$ cat src/rtl/timestamp_capture_ctrl.sv
// timestamp_capture_ctrl
// Sequences a timed RX capture into the 4-channel timestamping packer.
// Software arms it with a start time and a beat count. While armed or
// running, the channel enables are frozen so the packer never resets
// mid-burst. ADC beats are gated into the packer's fifo_wr_en.
// Optional feature macro: TIMESTAMP_CAPTURE_CTRL_LATE_DETECT_EN
//   When defined, adds the sticky late_err output. An arm whose start time
//   has already passed (immediate=0) is then sent to ERROR instead of ARMED.
module timestamp_capture_ctrl #(
    parameter int SAMPLE_DATA_WIDTH   = 16,
    parameter int SAMPLES_PER_CHANNEL = 1
) (
    input  logic        clk,
    input  logic        resetn,
    input  logic [63:0] timestamp,
    input  logic [63:0] start_ts,
    input  logic [31:0] sample_count,
    input  logic        arm,
    input  logic        immediate,
    input  logic        abort,
    input  logic        clear,
    input  logic        enable_in_0,
    input  logic        enable_in_1,
    input  logic        enable_in_2,
    input  logic        enable_in_3,
    output logic        enable_out_0,
    output logic        enable_out_1,
    output logic        enable_out_2,
    output logic        enable_out_3,
    input  logic        adc_valid,
    input  logic [SAMPLE_DATA_WIDTH*SAMPLES_PER_CHANNEL-1:0] adc_data_0,
    input  logic [SAMPLE_DATA_WIDTH*SAMPLES_PER_CHANNEL-1:0] adc_data_1,
    input  logic [SAMPLE_DATA_WIDTH*SAMPLES_PER_CHANNEL-1:0] adc_data_2,
    input  logic [SAMPLE_DATA_WIDTH*SAMPLES_PER_CHANNEL-1:0] adc_data_3,
    output logic        fifo_wr_en,
    output logic [SAMPLE_DATA_WIDTH*SAMPLES_PER_CHANNEL-1:0] fifo_wr_data_0,
    output logic [SAMPLE_DATA_WIDTH*SAMPLES_PER_CHANNEL-1:0] fifo_wr_data_1,
    output logic [SAMPLE_DATA_WIDTH*SAMPLES_PER_CHANNEL-1:0] fifo_wr_data_2,
    output logic [SAMPLE_DATA_WIDTH*SAMPLES_PER_CHANNEL-1:0] fifo_wr_data_3,
    input  logic        fifo_wr_overflow,
    output logic [2:0]  state,
    output logic        busy,
    output logic        done,
    output logic        overflow_err,
    output logic        config_err,
`ifdef TIMESTAMP_CAPTURE_CTRL_LATE_DETECT_EN
    output logic        late_err,
`endif
    output logic [31:0] beats_done
);

    localparam int DW = SAMPLE_DATA_WIDTH * SAMPLES_PER_CHANNEL;

    typedef enum logic [2:0] {
        S_IDLE  = 3'd0,
        S_ARMED = 3'd1,
        S_RUN   = 3'd2,
        S_DONE  = 3'd3,
        S_ERROR = 3'd4
    } state_t;

    state_t        r_state;
    logic [63:0]   r_start_l;
    logic [31:0]   r_count_l;
    logic          r_imm_l;
    logic [31:0]   r_beats;
    logic          r_ovf_err;
    logic          r_cfg_err;
    logic [3:0]    r_en_out;
    logic          r_wr_en;
    logic [DW-1:0] r_wr_data_0;
    logic [DW-1:0] r_wr_data_1;
    logic [DW-1:0] r_wr_data_2;
    logic [DW-1:0] r_wr_data_3;
`ifdef TIMESTAMP_CAPTURE_CTRL_LATE_DETECT_EN
    logic          r_late_err;
`endif

    logic [3:0] w_en_in;
    logic       w_idle_like;
    logic       w_qual;
    logic       w_pass;

    // beats_done sticks at all-ones in a continuous capture rather than wrapping
    function automatic logic [31:0] sat_inc(input logic [31:0] v);
        return (v == 32'hFFFF_FFFF) ? v : v + 32'd1;
    endfunction

    assign w_en_in     = {enable_in_3, enable_in_2, enable_in_1, enable_in_0};
    assign w_idle_like = (r_state == S_IDLE) || (r_state == S_DONE) || (r_state == S_ERROR);
    assign w_qual      = r_imm_l || (timestamp >= r_start_l);
    // A beat is forwarded on the first qualifying beat in ARMED and on every beat in RUN;
    // abort suppresses it from the same edge.
    assign w_pass      = !abort && adc_valid &&
                         (((r_state == S_ARMED) && w_qual) || (r_state == S_RUN));

    // Control FSM: arm/abort/clear sequencing, beat counting and error flags
    always_ff @(posedge clk or negedge resetn) begin
        if (!resetn) begin
            r_state   <= S_IDLE;
            r_start_l <= 64'd0;
            r_count_l <= 32'd0;
            r_imm_l   <= 1'b0;
            r_beats   <= 32'd0;
            r_ovf_err <= 1'b0;
            r_cfg_err <= 1'b0;
`ifdef TIMESTAMP_CAPTURE_CTRL_LATE_DETECT_EN
            r_late_err <= 1'b0;
`endif
        end else begin
            r_cfg_err <= 1'b0;
            if (abort) begin
                r_state <= S_IDLE;
            end else begin
                case (r_state)
                    S_IDLE, S_DONE, S_ERROR: begin
                        if (arm) begin
                            if (w_en_in == 4'b0000) begin
                                r_cfg_err <= 1'b1;
                            end else begin
                                r_start_l <= start_ts;
                                r_count_l <= sample_count;
                                r_imm_l   <= immediate;
                                r_beats   <= 32'd0;
                                r_ovf_err <= 1'b0;
`ifdef TIMESTAMP_CAPTURE_CTRL_LATE_DETECT_EN
                                if (!immediate && (timestamp > start_ts)) begin
                                    r_late_err <= 1'b1;
                                    r_state    <= S_ERROR;
                                end else begin
                                    r_late_err <= 1'b0;
                                    r_state    <= S_ARMED;
                                end
`else
                                r_state   <= S_ARMED;
`endif
                            end
                        end else if (clear && (r_state != S_IDLE)) begin
                            r_state   <= S_IDLE;
                            r_ovf_err <= 1'b0;
`ifdef TIMESTAMP_CAPTURE_CTRL_LATE_DETECT_EN
                            r_late_err <= 1'b0;
`endif
                        end
                    end
                    S_ARMED: begin
                        if (adc_valid && w_qual) begin
                            r_beats <= 32'd1;
                            r_state <= (r_count_l == 32'd1) ? S_DONE : S_RUN;
                        end
                    end
                    S_RUN: begin
                        if (adc_valid) begin
                            r_beats <= sat_inc(r_beats);
                            if ((r_count_l != 32'd0) && (r_beats + 32'd1 == r_count_l))
                                r_state <= S_DONE;
                        end
                        // Overflow outranks completion; the beat itself still goes out
                        if (fifo_wr_overflow) begin
                            r_ovf_err <= 1'b1;
                            r_state   <= S_ERROR;
                        end
                    end
                    default: r_state <= S_IDLE;
                endcase
            end
        end
    end

    // Channel enables track the request only while no capture is pending or running
    always_ff @(posedge clk or negedge resetn) begin
        if (!resetn)
            r_en_out <= 4'b0000;
        else if (w_idle_like)
            r_en_out <= w_en_in;
    end

    // Registered beat path to the packer; data holds between passed beats
    always_ff @(posedge clk or negedge resetn) begin
        if (!resetn) begin
            r_wr_en     <= 1'b0;
            r_wr_data_0 <= '0;
            r_wr_data_1 <= '0;
            r_wr_data_2 <= '0;
            r_wr_data_3 <= '0;
        end else begin
            r_wr_en <= w_pass;
            if (w_pass) begin
                r_wr_data_0 <= adc_data_0;
                r_wr_data_1 <= adc_data_1;
                r_wr_data_2 <= adc_data_2;
                r_wr_data_3 <= adc_data_3;
            end
        end
    end

    assign state          = r_state;
    assign busy           = (r_state == S_ARMED) || (r_state == S_RUN);
    assign done           = (r_state == S_DONE);
    assign overflow_err   = r_ovf_err;
    assign config_err     = r_cfg_err;
    assign beats_done     = r_beats;
    assign enable_out_0   = r_en_out[0];
    assign enable_out_1   = r_en_out[1];
    assign enable_out_2   = r_en_out[2];
    assign enable_out_3   = r_en_out[3];
    assign fifo_wr_en     = r_wr_en;
    assign fifo_wr_data_0 = r_wr_data_0;
    assign fifo_wr_data_1 = r_wr_data_1;
    assign fifo_wr_data_2 = r_wr_data_2;
    assign fifo_wr_data_3 = r_wr_data_3;
`ifdef TIMESTAMP_CAPTURE_CTRL_LATE_DETECT_EN
    assign late_err       = r_late_err;
`endif

endmodule

$ cat config.mk
export PLATFORM = sky130hd
export DESIGN_NAME = timestamp_capture_ctrl
export DESIGN_NICKNAME = d
export VERILOG_FILES = /design/src/rtl/timestamp_capture_ctrl.sv
export SDC_FILE = /design/constraint.sdc
export NUM_CORES = 1
export LEC_CHECK = 0
export CORE_ASPECT_RATIO = 0.9
export CORE_MARGIN = 2
export CORE_UTILIZATION = 28
export CTS_CLUSTER_DIAMETER = 80
export DETAILED_ROUTE_END_ITERATION = 6
export HOLD_SLACK_MARGIN = 0.05
export SYNTH_ARGS = -nofsm -noshare
export SYNTH_HDL_FRONTEND = slang
export SYNTH_SLANG_ARGS = --single-unit
$ cat constraint.sdc
create_clock -name clk -period 3.5 [get_ports clk]
set_input_delay 0.525 -clock clk [delete_from_list [all_inputs] [get_ports clk]]
set_output_delay 0.525 -clock clk [all_outputs]
set_load 0.01 [all_outputs]
Word level (Yosys, flattened, before mapping). Cells that the tools add are included. Widths: inputs -> output; s select.

Register bits after elaboration: 203. Bits of input ports: 236.

Add/sub/neg operators: 1. Eq/ne operators: 20. Mux-type cells: 25. Magnitude comparators: 1. Reduce and logical (&&, ||, !) cells: 23. Bitwise gates (word level): 2.

Operator list (number): $mux 32 (5); $pmux 32 s3 (1); $ge 64x64->1 (1); $add 32x1->32 const B (1); $eq 32x1->1 const B (1); $eq 32x32->1 (1); $eq 32x32->1 const B (1); $reduce_bool 32->1 (1); $mux 3 (8); $ne 2x2->1 const B (6); $ne 4x4->1 const B (3); $reduce_and 5->1 (2); $mux 1 (9); $ne 3x3->1 const B (3); $pmux 3 s3 (1); $reduce_and 7->1 (1); $eq 3x2->1 const B (2); $logic_and 1x1->1 (6); $reduce_bool 3->1 (2); $logic_or 1x1->1 (5); $logic_not 4->1 (1); $ne 4x3->1 const B (1); $reduce_and 4->1 (1); $eq 3x1->1 const B (1); other kinds (7) (8).

Logic depth before layout (Yosys ltp). Gate-level depths: netlist of run 1.

Depth in word-level cells: 8. Depth in mapped cells: 12. Mapped depth without buffers: 10.

Least setup slack after synthesis of run 1. Ideal clock, no wire load.

Path kind: input-to-reg. Start point: input port timestamp[30]. End point: register r_wr_data_0[0], in the netlist fifo_wr_data_0[0]. Path slack: 0.513 ns. Buffers on the path: 2. Cell stages on the path: 11. Setup time: 0.125 ns. Data required time: 3.375 ns. Arrival: 2.863 ns. Cell sequence: ha_1 > a21oi_1 > nand2_1 > a221oi_1 > o211ai_1 > a221oi_1 > a21oi_1 > o211ai_1 > clkbuf_1 > buf_2 > mux2_2.

Word-level cells in the longest chain between the ends: 5.

Ends and longest elaborated chain: start, declared (RTL line 15) `input logic [63:0] timestamp,`; $ge 64x64->1 (RTL line 91) `assign w_qual = r_imm_l || (timestamp >= r_start_l);`; $logic_or 1x1->1 (RTL line 91); $logic_and 1x1->1 (RTL line 95) `(((r_state == S_ARMED) && w_qual) || (r_state == S_RUN));`; $logic_or 1x1->1 (RTL line 95); $logic_and 1x1->1 (RTL line 94) `assign w_pass = !abort && adc_valid &&`; end signal, assigned (RTL line 189) `r_wr_data_0 <= adc_data_0;`; end, declared (RTL line 71) `logic [DW-1:0] r_wr_data_0;`.

Every way passes these cells. A chain may end at the register's enable or synchronous reset.

Worst setup path in the final report of run 1.
Start point: input port timestamp[19]. End point: register r_wr_data_2[0], in the netlist fifo_wr_data_2[0].

Word-level cells in the longest chain between the ends: 5.

Ends and longest elaborated chain: $ge 64x64->1 (RTL line 91); $logic_or 1x1->1 (RTL line 91); $logic_and 1x1->1 (RTL line 95); $logic_or 1x1->1 (RTL line 95); $logic_and 1x1->1 (RTL line 94); end signal, assigned (RTL line 191) `r_wr_data_2 <= adc_data_2;`; end, declared (RTL line 73) `logic [DW-1:0] r_wr_data_2;`.

Every way passes these cells.

==> impl_summary.md, run 1 <==
Clocking
CTS built an H-tree with a depth of 1. The CTS tree is done. For the worst-skew pair, the clock arrives at the later sink with an insertion delay of 0.54 ns. The clock-pin slew on the worst setup and hold paths is 0.06 ns. The library cell used as clock root buffer is clkbuf_16. The longest clock path from root to sink contains 3 buffers. The number of clock sinks is a little over 200. Once the clock tree was built, the setup fixing pass inserted 0 buffers. The total clock buffers created by CTS is 24.

GRT
The number of antenna violations at the first check in global routing is 7. Entering global routing, the biggest net connects 75 pins. The via count of the first global-routing pass is approximately 9500. Global routing used 16.9% of the available tracks across all layers. The remaining global-route overflow is 0.

The first global-routing pass estimated about 54000 um of wire.

Critical path
The sort of element at the end of the critical path is a flip-flop. The worst register-to-register path has a depth of 9. At the worst endpoint, the arrival time is 3.61 ns.

The worst-case register-to-register setup slack is between 0.3 and 0.4 ns. For the worst setup path, the data required time is slightly below 4 ns. The worst register-to-register path begins at beats_done[13].

The startpoint type of the worst setup path is an input pin. By startpoint and endpoint, the worst setup path is classified as in2reg. The endpoint identified for the worst register-to-register timing path is state[0]. Along the worst path, the maximum fanout reaches 24.

Floorplan
The height of the die is roughly 190 um. The total core area is 0.0385 mm^2. From left edge to right edge, the die measures between 200 and 250 um. The number of placement rows is ~70. Pin placement for this block handled 344 I/O pins. For this configuration, the core starts out at a cell density of ~29%. The floorplan step defined a die boundary enclosing slightly above 0.04 mm^2.

STA
The final hold slack is between 0.4 and 0.5 ns. The worst pin sits at a relative slew slack of ~54%. For the pin with the worst max-slew slack, the measured transition is 0.676 ns.

Derived from the worst setup path, the maximum achievable clock frequency is approximately 0.31 GHz. The final critical delay including setup and external delays is ~3.2 ns. Across the routed clock network, the largest skew measured is ~0.034 ns. The number of hold violations in the final report came to 0. Setup repair after global routing left no endpoint under its margin.

The max-slew violation count is 0. Setup violations remaining at the end of the flow were counted as 0. Of the available clock period, the critical path in the final layout requires 90.9%.

Synth
Summed over its instances, the top area cell type makes up between 40% and 50% of the synthesized netlist area. Ranked by total cell area, the synthesized netlist is headed by dfrtp_1, mux2_2, ha_1, inv_1, xnor2_1. For this run, the leading register cell type out of synthesis is dfrtp_1. The synthesized design spends more area on one cell type than any other, namely dfrtp_1. Synthesis produced a netlist with a net count of about 1300. The most common cell in the synthesized netlist is dfrtp_1. Synthesis produced 1015 cells. Ranked by instance count, the synthesized netlist is headed by dfrtp_1, mux2_2, inv_1.

The average cell area after synthesis is 10.8 um^2. The yosys synthesis warning count is 0. The synthesized cell area is 0.0110 mm^2. The synthesized design contains 0 enable-type register cells. The share of the Yosys chip area taken by registers is a little under half.

The number of distinct library cells after synthesis is 56. Counting flops and latches in the post-synthesis netlist gives between 200 and 250. The async set-or-reset flop fraction in the synthesized netlist is 100%.

Route
The number of design rule violations left after detail routing is 0. The total wirelength of the detailed-routed design is around 35000 um. Using the TritonRoute via totals, the vias-per-cell ratio works out to roughly 4.8. The routed layout has between 9000 and 10000 vias. The number of antenna-violating nets in the routed design is 0.

The average wire length per cell after detail routing is between 15 and 20 um. The total iterations of the first detailed-routing run is 5. The number of DRC markers in iteration 0 is about 560.

Pwr
Power spread over the standard cell area amounts to about 590 mW/mm^2. IR analysis of the VDD net gives a maximum drop of 0.454 mV. The cell leakage power is 0.00683 uW.

Cells and area
The net count reported at finish is around 1700. The synthesis-to-layout area growth is 47.0%. The fraction of final layout cells with drive strength greater than 1 is between 10% and 20%.

The final non-filler cell total is between 1500 and 2000.

Outcome
The run finished with clean final reports.

Placement
The number of input and output port buffers inserted is between 300 and 400. The detailed placement HPWL is ~26000 um. The routability-driven placement congestion ratio is approximately 0.88. The total placed cells including tap cells is 1879.

Worst hold path
The worst hold path begins at r_en_out[0]. The class of the worst hold path is reg2reg. The hold-critical path depth is 2. The hold-critical path endpoint is r_en_out[0].

Flow run
The tool flagged a number of max-cap violations equal to 0.
how the worst max path moves through the flow:
stage / end / depth (start not counted) / slack [ns] / startpoint
after floorplan: fifo_wr_data_0[0] / 11 / 0.51 / timestamp[30]
after global placement: fifo_wr_data_2[0] / 13 / -0.19 / timestamp[0]
after detailed placement: fifo_wr_data_2[0] / 12 / -0.26 / timestamp[45]
after CTS: state[0] / 10 / 0.19 / beats_done[1]
after global routing: fifo_wr_data_2[0] / 12 / 0.04 / r_start_l[19]
final: fifo_wr_data_2[0] / 12 / 0.32 / timestamp[19]
final cells by class:
class | instances | area (um^2)
antenna | 2 | 5.00
sequential | 203 | 5080
timing repair buffer | 386 | 3840
clock buffer | 33 | 704
multi-input combinational | 685 | 5390
inverter | 81 | 304
clock inverter | 11 | 145
fill | 3801 | 22300
tap | 525 | 657
cell families (layout without fill, tap and decap cells):
family	count (synthesis)	after routing	share of synthesized area, %
other cells	0	2	0
simple gates	245	245	11.8
buf+inv	127	511	4.60
xor+xnor	47	47	3.75
flops	203	203	46.3
compound gates	164	164	9.30
mux	164	164	16.8
fa+ha+maj	65	65	7.42
cell usage in the layout, fill, tap and decap left out, types with 3 or more instances in the layout:
| master | n |
|---|---|
| a211oi_1 | 3 |
| a21oi_1 | 56 |
| a221oi_1 | 6 |
| a31oi_1 | 34 |
| and2_1 | 3 |
| and3_1 | 8 |
| and4_1 | 6 |
| buf_12 | 6 |
| buf_4 | 36 |
| bufinv_16 | 3 |
| clkbuf_16 | 24 |
| clkbuf_8 | 8 |
| clkdlybuf4s50_1 | 342 |
| clkinv_2 | 6 |
| dfrtp_1 | 203 |
| ha_1 | 65 |
| inv_1 | 81 |
| mux2_2 | 162 |
| nand2_1 | 68 |
| nand2b_1 | 10 |
| nand3_1 | 27 |
| nand4_1 | 20 |
| nor2_1 | 41 |
| nor2b_1 | 3 |
| nor3_1 | 13 |
| nor3b_1 | 5 |
| nor4_1 | 21 |
| nor4_2 | 3 |
| o211ai_1 | 4 |
| o21a_1 | 9 |
| o21ai_0 | 27 |
| o221ai_1 | 3 |
| o31ai_1 | 3 |
| or3_1 | 5 |
| xnor2_1 | 34 |
| xor2_1 | 13 |
stage by stage:
stage	utilization, %	setup slack [ns]	setup TNS [ns]	power, uW	instance area (um^2)
after CTS	41.9	0.188	0	9690	16100
final	41.9	0.318	0	9530	16100
after global placement	39.7	-0.190	-11.04	6850	15200
after floorplan	-	0.513	0	5170	11000
after global routing	41.9	0.0367	0	10200	16100
after detailed placement	39.7	-0.263	-14.25	6910	15200
critical path, cell delays in order:
cell,delay [ns]
clkdlybuf4s50_1,0.42
ha_1,0.34
a21oi_1,0.13
o21ai_0,0.10
a221oi_1,0.27
o211ai_1,0.15
a221oi_1,0.46
a21oi_1,0.13
o211ai_1,0.27
buf_4,0.24
buf_12,0.19
mux2_2,0.35
state kept, by name, indices dropped and copies added, names as in the netlist:
signal and cells:
fifo_wr_data_2 16, fifo_wr_en 1, overflow_err 1, state 3
r_en_out 4, fifo_wr_data_3 16, beats_done 32, r_count_l 32
config_err 1, r_start_l 64, fifo_wr_data_0 16, r_imm_l 1
fifo_wr_data_1 16
per-layer routing:
layer  global-route usage, %  wire [um]
met5                       0         64
met4                    4.90        952
met3                    5.48       2730
met2                    27.0      15900
met1                    21.7      15000
where the power goes:
| part | internal [uW] | switching (uW) |
|---|---|---|
| clock network | 1630 | 1050 |
| logic | 1950 | 1330 |
| registers | 3080 | 489 |
| total | 6660 | 2870 |
what timing repair did:
action | 4_1_cts | 5_1_grt
hold buffers | 1 | 0
endpoints found under the hold margin | 55 | 0
endpoints found under the setup margin | 0 | 1
gates resized for setup | 0 | 1
(Power assumes the default switching activity.)
==> inputs of run 2 (changes only) <==
--- a/config.mk
+++ b/config.mk
@@ -5,6 +5,7 @@
 export SDC_FILE = /design/constraint.sdc
 export NUM_CORES = 1
 export LEC_CHECK = 0
+export ABC_CLOCK_PERIOD_IN_PS = 3500
 export CORE_ASPECT_RATIO = 0.9
 export CORE_MARGIN = 2
 export CORE_UTILIZATION = 28
==> results of run 2 <==
The final DEF is identical to that of run 1; final timing and power are the same.
